<file path="src/rtl/fetch_stage.sv">
// fetch_stage: LoongArch32 IF stage, pre-IF pc generation and SRAM-like fetch.
// Define FS_STAT_EN to add fs_drop_cnt, a wrapping count of discarded responses.
`ifndef BR_BUS_WD
`define BR_BUS_WD 33
`endif
`ifndef FS_TO_DS_BUS_WD
`define FS_TO_DS_BUS_WD 64
`endif

module fetch_stage #(
  parameter logic [31:0] RESET_PC = 32'h1c000000
) (
  input  logic                        clk,
  input  logic                        reset,
  input  logic                        ds_allowin,
  input  logic [`BR_BUS_WD-1:0]       br_bus,
  output logic                        fs_to_ds_valid,
  output logic [`FS_TO_DS_BUS_WD-1:0] fs_to_ds_bus,
  output logic                        inst_sram_req,
  output logic [31:0]                 inst_sram_addr,
  input  logic                        inst_sram_addr_ok,
  input  logic                        inst_sram_data_ok,
  input  logic [31:0]                 inst_sram_rdata
`ifdef FS_STAT_EN
  ,
  output logic [31:0]                 fs_drop_cnt
`endif
);

  typedef struct packed {
    logic [31:0] inst;
    logic [31:0] pc;
  } if_id_t;

  logic        started;
  logic [31:0] pf_pc;
  logic        fs_valid;
  logic [31:0] fs_pc;
  logic        fs_inst_valid;
  logic [31:0] fs_inst;
  logic        drop;

  logic        br_taken;
  logic [31:0] br_target;
  logic        fs_ready_go;
  logic        fs_allowin;
  logic        addr_hs;
  logic        hand_off;
  logic        data_keep;
  logic        data_toss;
  if_id_t      ds_bus;

  assign br_taken  = br_bus[32];
  assign br_target = br_bus[31:0];

  assign fs_ready_go = fs_inst_valid
                     | (inst_sram_data_ok & ~drop);
  assign fs_allowin  = ~fs_valid
                     | (fs_ready_go & ds_allowin);

  assign inst_sram_req  = started & ~br_taken
                        & ~drop & fs_allowin;
  assign inst_sram_addr = pf_pc;

  assign addr_hs  = inst_sram_req & inst_sram_addr_ok;
  assign hand_off = fs_to_ds_valid & ds_allowin;

  // Buffer the word only when ID cannot take it in its arrival cycle.
  assign data_keep = inst_sram_data_ok & ~drop & fs_valid
                   & ~(ds_allowin & ~br_taken);

  assign data_toss = inst_sram_data_ok
                   & (drop | br_taken);

  assign fs_to_ds_valid = fs_valid & fs_ready_go
                        & ~br_taken;

  always_comb begin
    ds_bus = '0;
    if (fs_valid) begin
      ds_bus.inst = fs_inst_valid ? fs_inst
                                  : inst_sram_rdata;
      ds_bus.pc   = fs_pc;
    end
  end

  assign fs_to_ds_bus = ds_bus;

  always_ff @(posedge clk or negedge reset) begin
    if (!reset) begin
      started <= 1'b0;
    end else begin
      started <= 1'b1;
    end
  end

  always_ff @(posedge clk or negedge reset) begin
    if (!reset) begin
      pf_pc <= RESET_PC;
    end else if (br_taken) begin
      pf_pc <= br_target;
    end else if (addr_hs) begin
      pf_pc <= pf_pc + 32'd4;
    end
  end

  always_ff @(posedge clk or negedge reset) begin
    if (!reset) begin
      fs_valid <= 1'b0;
    end else if (br_taken) begin
      fs_valid <= 1'b0;
    end else if (addr_hs) begin
      fs_valid <= 1'b1;
    end else if (hand_off) begin
      fs_valid <= 1'b0;
    end
  end

  always_ff @(posedge clk or negedge reset) begin
    if (!reset) begin
      fs_pc <= 32'd0;
    end else if (addr_hs) begin
      fs_pc <= pf_pc;
    end
  end

  always_ff @(posedge clk or negedge reset) begin
    if (!reset) begin
      fs_inst_valid <= 1'b0;
    end else if (br_taken | addr_hs | hand_off) begin
      fs_inst_valid <= 1'b0;
    end else if (data_keep) begin
      fs_inst_valid <= 1'b1;
    end
  end

  always_ff @(posedge clk or negedge reset) begin
    if (!reset) begin
      fs_inst <= 32'd0;
    end else if (data_keep) begin
      fs_inst <= inst_sram_rdata;
    end
  end

  // A redirect with a response still in flight must swallow that response.
  always_ff @(posedge clk or negedge reset) begin
    if (!reset) begin
      drop <= 1'b0;
    end else if (inst_sram_data_ok & drop) begin
      drop <= 1'b0;
    end else if (br_taken & fs_valid & ~fs_inst_valid
                 & ~inst_sram_data_ok) begin
      drop <= 1'b1;
    end
  end

`ifdef FS_STAT_EN
  always_ff @(posedge clk or negedge reset) begin
    if (!reset) begin
      fs_drop_cnt <= 32'd0;
    end else if (data_toss) begin
      fs_drop_cnt <= fs_drop_cnt + 32'd1;
    end
  end
`else
  logic unused_toss;
  assign unused_toss = data_toss;
`endif

endmodule

</file>
<file path="config.mk">
export PLATFORM = sky130hd
export DESIGN_NAME = fetch_stage
export DESIGN_NICKNAME = d
export VERILOG_FILES = /design/src/rtl/fetch_stage.sv
export SDC_FILE = /design/constraint.sdc
export NUM_CORES = 1
export LEC_CHECK = 0
export BUFFER_PORTS_ARGS = -buffer_cell sky130_fd_sc_hd__buf_2
export CAP_MARGIN = 20
export CORE_MARGIN = 2
export CORE_UTILIZATION = 55
export DETAILED_ROUTE_END_ITERATION = 12
export PLACE_DENSITY = 0.89
export SLEW_MARGIN = 10
export SYNTH_ARGS = -nofsm -noshare
export SYNTH_HDL_FRONTEND = slang
export SYNTH_SLANG_ARGS = --single-unit
</file>
<file path="constraint.sdc">
create_clock -name clk -period 4.2 [get_ports clk]
set_input_delay 0.84 -clock clk [delete_from_list [all_inputs] [get_ports clk]]
set_output_delay 0.84 -clock clk [all_outputs]
set_load 0.005 [all_outputs]
</file>
==> results.yml, run 1 <==
clock_tree:
  insertion_delay_ns: 0.37
  ctsHoldBuffers: 0
  cts_resized: 0
  tritoncts: "yes"
  cts.sinks: 100
  numCtsBuffers: 9
  cts_setup_buffers: 0
  cts_buffer_depth: 2
  htree_levels: 3
  cts-root-buf: "clkbuf_8"
  clk_pin_slew_ns: 0.11
global_route:
  grt_pass1_wl_mm: 18.8
  grt_pass1_vias: 3971
  grt_overflow: 0
  grt_max_degree: 85
  antenna_found_initial: 0
  track_usage: 0.235
yosys:
  mappedNetlistArea_mm2: 0.00507
  ys_ff_latch: 100
  yosysWarnings: 0
  synth_edf_count: 0
  synthArstFlopShare: 1.00
  synth_cells: 454
  ys_seq_area_frac: 0.494
  synth_nets: 525
  ys.flop_type: "dfrtp_1"
  synth_area_per_cell_um2: 11.2
  yosysUniqueCellTypes: 40
setup_path:
  path_max_fanout: 36
  reg2reg_depth: 5
  crit_type: "register to register"
  r2r_end: "fs_pc[27]"
  rrSetupSlack_ns: 1.20
  timing.rr.start: "fs_valid"
  required_ns: 4.44
  arrival_ns: 3.24
  cp-end-kind: "register"
  start_kind: "register"
job:
  drv_cap: 0
placed_design:
  place_area_mm2: 0.00598
  dp_slack_ns: 1.13
  io_buffers: 167
  finalWeightedCongestion: 0.817
  hpwlAfterDp_mm: 8.49
routing:
  wl_per_cell_um: 16.1
  drt_iter0_drc: 133
  drtPass1Iterations: 4
  vias: 3976
  routed_via_density: 5.46
  antenna_left: 0
  drcViolationCount: 0
  drt_wl_total_mm: 11.7
power:
  worst_ir_drop_vdd_uv: 262
  p_per_area_mw_per_mm2: 403
  p_leak_nw: 2.90
finish:
  fin_nets: 683
  diodes: 0
  final_area_mm2: 0.00623
  drive_above_1_share: 0.394
  layout-area-overhead-vs-synth_pct: 22.8
  fin_util: 0.684
die:
  num_io_pins: 168
  die_w_um: 100
  dieHeight_um: 100
  initial_utilization: 0.557
  core_mm2: 0.00911
  num_rows: 35
  dieArea_mm2: 0.0100
timing:
  relSlewSlack: 0.375
  clock-skew-final_ns: 0.0178
  setup_ws_ns: 1.20
  fin_crit_ns: 3.00
  finalCritPeriodShare: 0.713
  hold_ws_ns: 0.432
  rsz0062_at_grt: "no"
  hold_viol: 0
  tns_ns: 0
  worst_pin_slew_ns: 0.936
  fmax_ghz: 0.334
  final_max_slew_viol_count: 0
  setup_viol: 0
worst_hold_path:
  hold_class: "input pin to async pin"
outcome:
  status: "finished, final reports clean"
## cell usage in the layout, fill, tap and decap left out, types with 2 or more instances in the layout
master	count
o21ai_1	13
xor2_1	17
nand2_1	29
buf_2	166
nor4_1	2
o21ai_0	9
mux2_2	40
buf_4	8
dfrtp_1	96
inv_6	2
nand4_1	17
clkbuf_8	10
mux2_1	34
nor2_1	38
bufinv_16	2
xnor2_1	12
nand3_1	17
and2_1	33
and3_1	3
mux2i_1	33
nor3_1	5
a21oi_1	3
nor2b_4	2
inv_1	3
dfstp_2	3
## where the power goes
part           switching, W  internal [W]  total, W  leakage (nW)
Combinational      0.000205      0.000275  0.000481          1.59
Sequential         0.000147       0.00119   0.00134          1.20
Clock              0.000340      0.000357  0.000697         0.113
Total              0.000692       0.00182   0.00251          2.90
## metal layers
| layer | routed length (µm) | vias up | part of all wire | GRT usage |
|---|---|---|---|---|
| met5 | 0 | - | 0 | 0 |
| met4 | 153 | 0 | 0.013 | 0.0706 |
| met3 | 880 | 14 | 0.075 | 0.0641 |
| met2 | 5860 | 153 | 0.50 | 0.405 |
| met1 | 4850 | 1929 | 0.41 | 0.290 |
| li1 | - | 1880 | - | - |
## critical path, stage by stage, from the launching register on
cell      delay [ns]
dfrtp_1         0.74
and2b_4         0.38
a211oi_4        0.19
buf_4           0.31
nor2b_4         0.83
mux2_1          0.41
## worst max-delay path by stage
stage,start,end,slack [ns]
6_report,fs_valid,fs_pc[27],1.20
3_5_place_dp,inst_sram_addr_ok,fs_pc[27],1.13
4_1_cts,fs_valid,fs_pc[27],1.16
5_1_grt,fs_valid,fs_pc[27],1.03
3_3_place_gp,inst_sram_addr_ok,fs_pc[29],1.27
2_1_floorplan,br_bus[32],inst_sram_req,1.86
## kinds of logic (layout without fill, tap and decap cells)
kind of cell	after synthesis	after routing	synth area share
muxes	107	107	0.229
buffers and inverters	32	195	0.0313
adders and majority gates	1	1	0.00247
and+or+nand+nor	155	155	0.157
AOI/OAI and AO/OA	29	29	0.0350
DFF	100	100	0.494
other	1	1	0.000739
xor gates and xnor gates	29	29	0.0500
## cells in the mapped netlist, types with 2 or more instances
master | number | share of area
a21oi_1 | 3 | 0.0030
and2_1 | 33 | 0.041
and3_1 | 3 | 0.0037
buf_2 | 10 | 0.0099
buf_6 | 3 | 0.0067
clkbuf_1 | 13 | 0.0096
dfrtp_1 | 97 | 0.48
dfstp_2 | 3 | 0.016
inv_1 | 3 | 0.0022
mux2_1 | 34 | 0.075
mux2_2 | 40 | 0.089
mux2i_1 | 33 | 0.065
nand2_1 | 29 | 0.021
nand3_1 | 17 | 0.017
nand4_1 | 17 | 0.021
nor2_1 | 38 | 0.028
nor2b_1 | 2 | 0.0025
nor3_1 | 6 | 0.0059
nor4_1 | 2 | 0.0025
o21ai_0 | 9 | 0.0089
o21ai_1 | 13 | 0.013
xnor2_1 | 12 | 0.021
xor2_1 | 17 | 0.029
## stage by stage
stage | std cells | power, W
2_1_floorplan | 454 | 0.00162
3_3_place_gp | 711 | 0.00179
3_5_place_dp | 711 | 0.00184
4_1_cts | 727 | 0.00254
5_1_grt | 728 | 0.00265
6_report | 728 | 0.00251
## flip-flops by register name, indices dropped and copies added (netlist names)
signal,flops
started,1
fs_inst_valid,1
inst_sram_addr,32
fs_valid,1
drop,1
fs_inst,32
fs_pc,32
## cell type report
cell class	instances	area (µm²)
Multi-Input combinational cell	322	2430
Timing Repair Buffer	175	911
Clock inverter	6	93.8
Fill cell	690	2880
Inverter	4	15.0
Tap cell	111	139
Clock buffer	10	138
Sequential cell	100	2510
Note: power is estimated with default switching activity, not from simulation.
==> inputs of run 2 (changes only) <==
CORE_UTILIZATION = 51   (was 55)
PLACE_DENSITY = 0.84   (was 0.89)
clock period = 2.9 ns   (was 4.2 ns; I/O delays follow)
==> results.yml, run 2 (synthesis results as in run 1) <==
global_route:
  grt_max_degree: 62
  antenna_found_initial: 0
  grt_pass1_wl_mm: 20.1
  grt_overflow: 0
  track_usage: 0.232
  grt_pass1_vias: 4034
timing:
  setup_viol: 0
  clock-skew-final_ns: 0.0118
  fin_crit_ns: 2.68
  hold_ws_ns: 0.285
  hold_viol: 0
  rsz0062_at_grt: "no"
  final_max_slew_viol_count: 0
  relSlewSlack: 0.475
  setup_ws_ns: 0.219
  worst_pin_slew_ns: 0.787
  tns_ns: 0
  finalCritPeriodShare: 0.925
  fmax_ghz: 0.373
finish:
  fin_nets: 686
  nFillCells: 807
  layout_common_cells: "buf_2 (166), dfrtp_1 (96), mux2_2 (40)"
  final_common_cell: "buf_2"
  diodes: 0
  drive_above_1_share: 0.397
  seq_area_mm2: 0.00251
  layout-area-overhead-vs-synth_pct: 23.8
  multi_input_area_mm2: 0.00242
power:
  p_int_w: 0.00266
  pwr-share-comb: 0.193
  pwr-share-clk: 0.280
  power_switching_w: 0.000998
  worst_ir_drop_vdd_uv: 397
  fin_total_pwr_w: 0.00366
  pwr-share-seq: 0.527
  p_per_area_mw_per_mm2: 582
  switching_share: 0.273
  p_leak_nw: 2.92
clock_tree:
  cts_setup_buffers: 0
  htree_levels: 3
  cts_buffer_depth: 2
  cts-root-buf: "clkbuf_8"
  cts.sinks: 100
  tritoncts: "yes"
  numCtsBuffers: 9
  clk_pin_slew_ns: 0.09
  insertion_delay_ns: 0.36
setup_path:
  rrSetupSlack_ns: 0.63
  reg2reg_depth: 4
  slowest_delay_ns: 0.73
  crit_chain: "clkinvlp_4 -> buf_4 -> nor2_1 -> buf_2"
  worst_path_max_delay_cell: "dfrtp_1"
  start_kind: "register"
  arrival_ns: 2.10
  timing.rr.start: "fs_valid"
  crit_type: "register to output pin"
  cp-end-kind: "output pin"
  path_max_fanout: 25
  required_ns: 2.32
  r2r_end: "fs_inst[28]"
die:
  num_rows: 36
  core_mm2: 0.00973
  initial_utilization: 0.522
  die_w_um: 104
  num_io_pins: 168
  dieHeight_um: 104
  dieArea_mm2: 0.0108
placed_design:
  dp_slack_ns: 0.550
  finalWeightedCongestion: 0.844
  hpwlAfterDp_mm: 8.81
  io_buffers: 167
routing:
  drt_iter0_drc: 137
  routed_via_density: 5.27
  drtPass1Iterations: 4
  antenna_left: 0
  drt_wl_total_mm: 12.1
  wl_per_cell_um: 16.0
  vias: 3969
  drcViolationCount: 0
outcome:
  status: "finished, final reports clean"
job:
  drv_cap: 0
worst_hold_path:
  hold_class: "input pin to async pin"
-- run 2: cell types whose count changed in the layout (fill, tap and decap cells not counted) --
cell,delta
buf_4,+3
clkinv_2,+1
nor3_1,+1
inv_6,-1
clkinv_1,-1
nor3_2,-1
clkbuf_8,+1
-- run 2: area by class of cell --
cell class | instances | share of cell area
clock buffer | 11 | 0.0241
clock inverter | 5 | 0.0131
inverter | 4 | 0.00299
multi-input combinational | 322 | 0.386
sequential | 100 | 0.399
tap | 133 | 0.0265
timing repair buffer | 178 | 0.149
-- run 2: power by group through the flow --
stage	registers, W	logic (W)	clock network [W]
3_3_place_gp	0.00193	0.000678	0
5_1_grt	0.00198	0.000787	0.00111
2_1_floorplan	0.00189	0.000454	0
3_5_place_dp	0.00196	0.000717	0
4_1_cts	0.00193	0.000719	0.00105
6_report	0.00193	0.000707	0.00102
-- run 2: worst max path at each step --
| stage | startpoint | endpoint | cells past startpoint |
|---|---|---|---|
| detailed placement | fs_valid | fs_to_ds_bus[33] | 4 |
| floorplan | ds_allowin | fs_pc[4] | 6 |
| CTS | fs_valid | fs_to_ds_bus[33] | 4 |
| finish | fs_valid | fs_to_ds_bus[33] | 4 |
| global placement | fs_valid | fs_to_ds_bus[62] | 4 |
| global route | fs_valid | fs_to_ds_bus[33] | 4 |
-- run 2: per-stage QoR --
step | cell area (µm²) | utilization | instances
5_1_grt | 6280 | 0.646 | 753
6_report | 6280 | 0.646 | 753
3_3_place_gp | 6050 | 0.621 | 737
4_1_cts | 6280 | 0.645 | 753
2_1_floorplan | 5070 | - | 454
3_5_place_dp | 6050 | 0.621 | 737
-- run 2: timing repair --
action	4_1_cts	5_1_grt
resized for setup	0	1
hold buffers	0	0
endpoints found under the setup margin	0	3
-- run 2: metal layers --
layer,share of wire,routed length (µm),track usage,vias up
met5,0,0,0,-
met4,0.012,146,0.0695,0
met3,0.067,813,0.0636,11
met2,0.50,6000,0.383,137
met1,0.42,5120,0.300,1932
li1,-,-,-,1889
-- run 2: worst max-delay path: cells and delay by family, from the launching register on --
kind                   cells  cell delay [ns]
buffers and inverters      3             0.86
flip-flops                 1             0.73
AND/OR/NAND/NOR            1             0.15
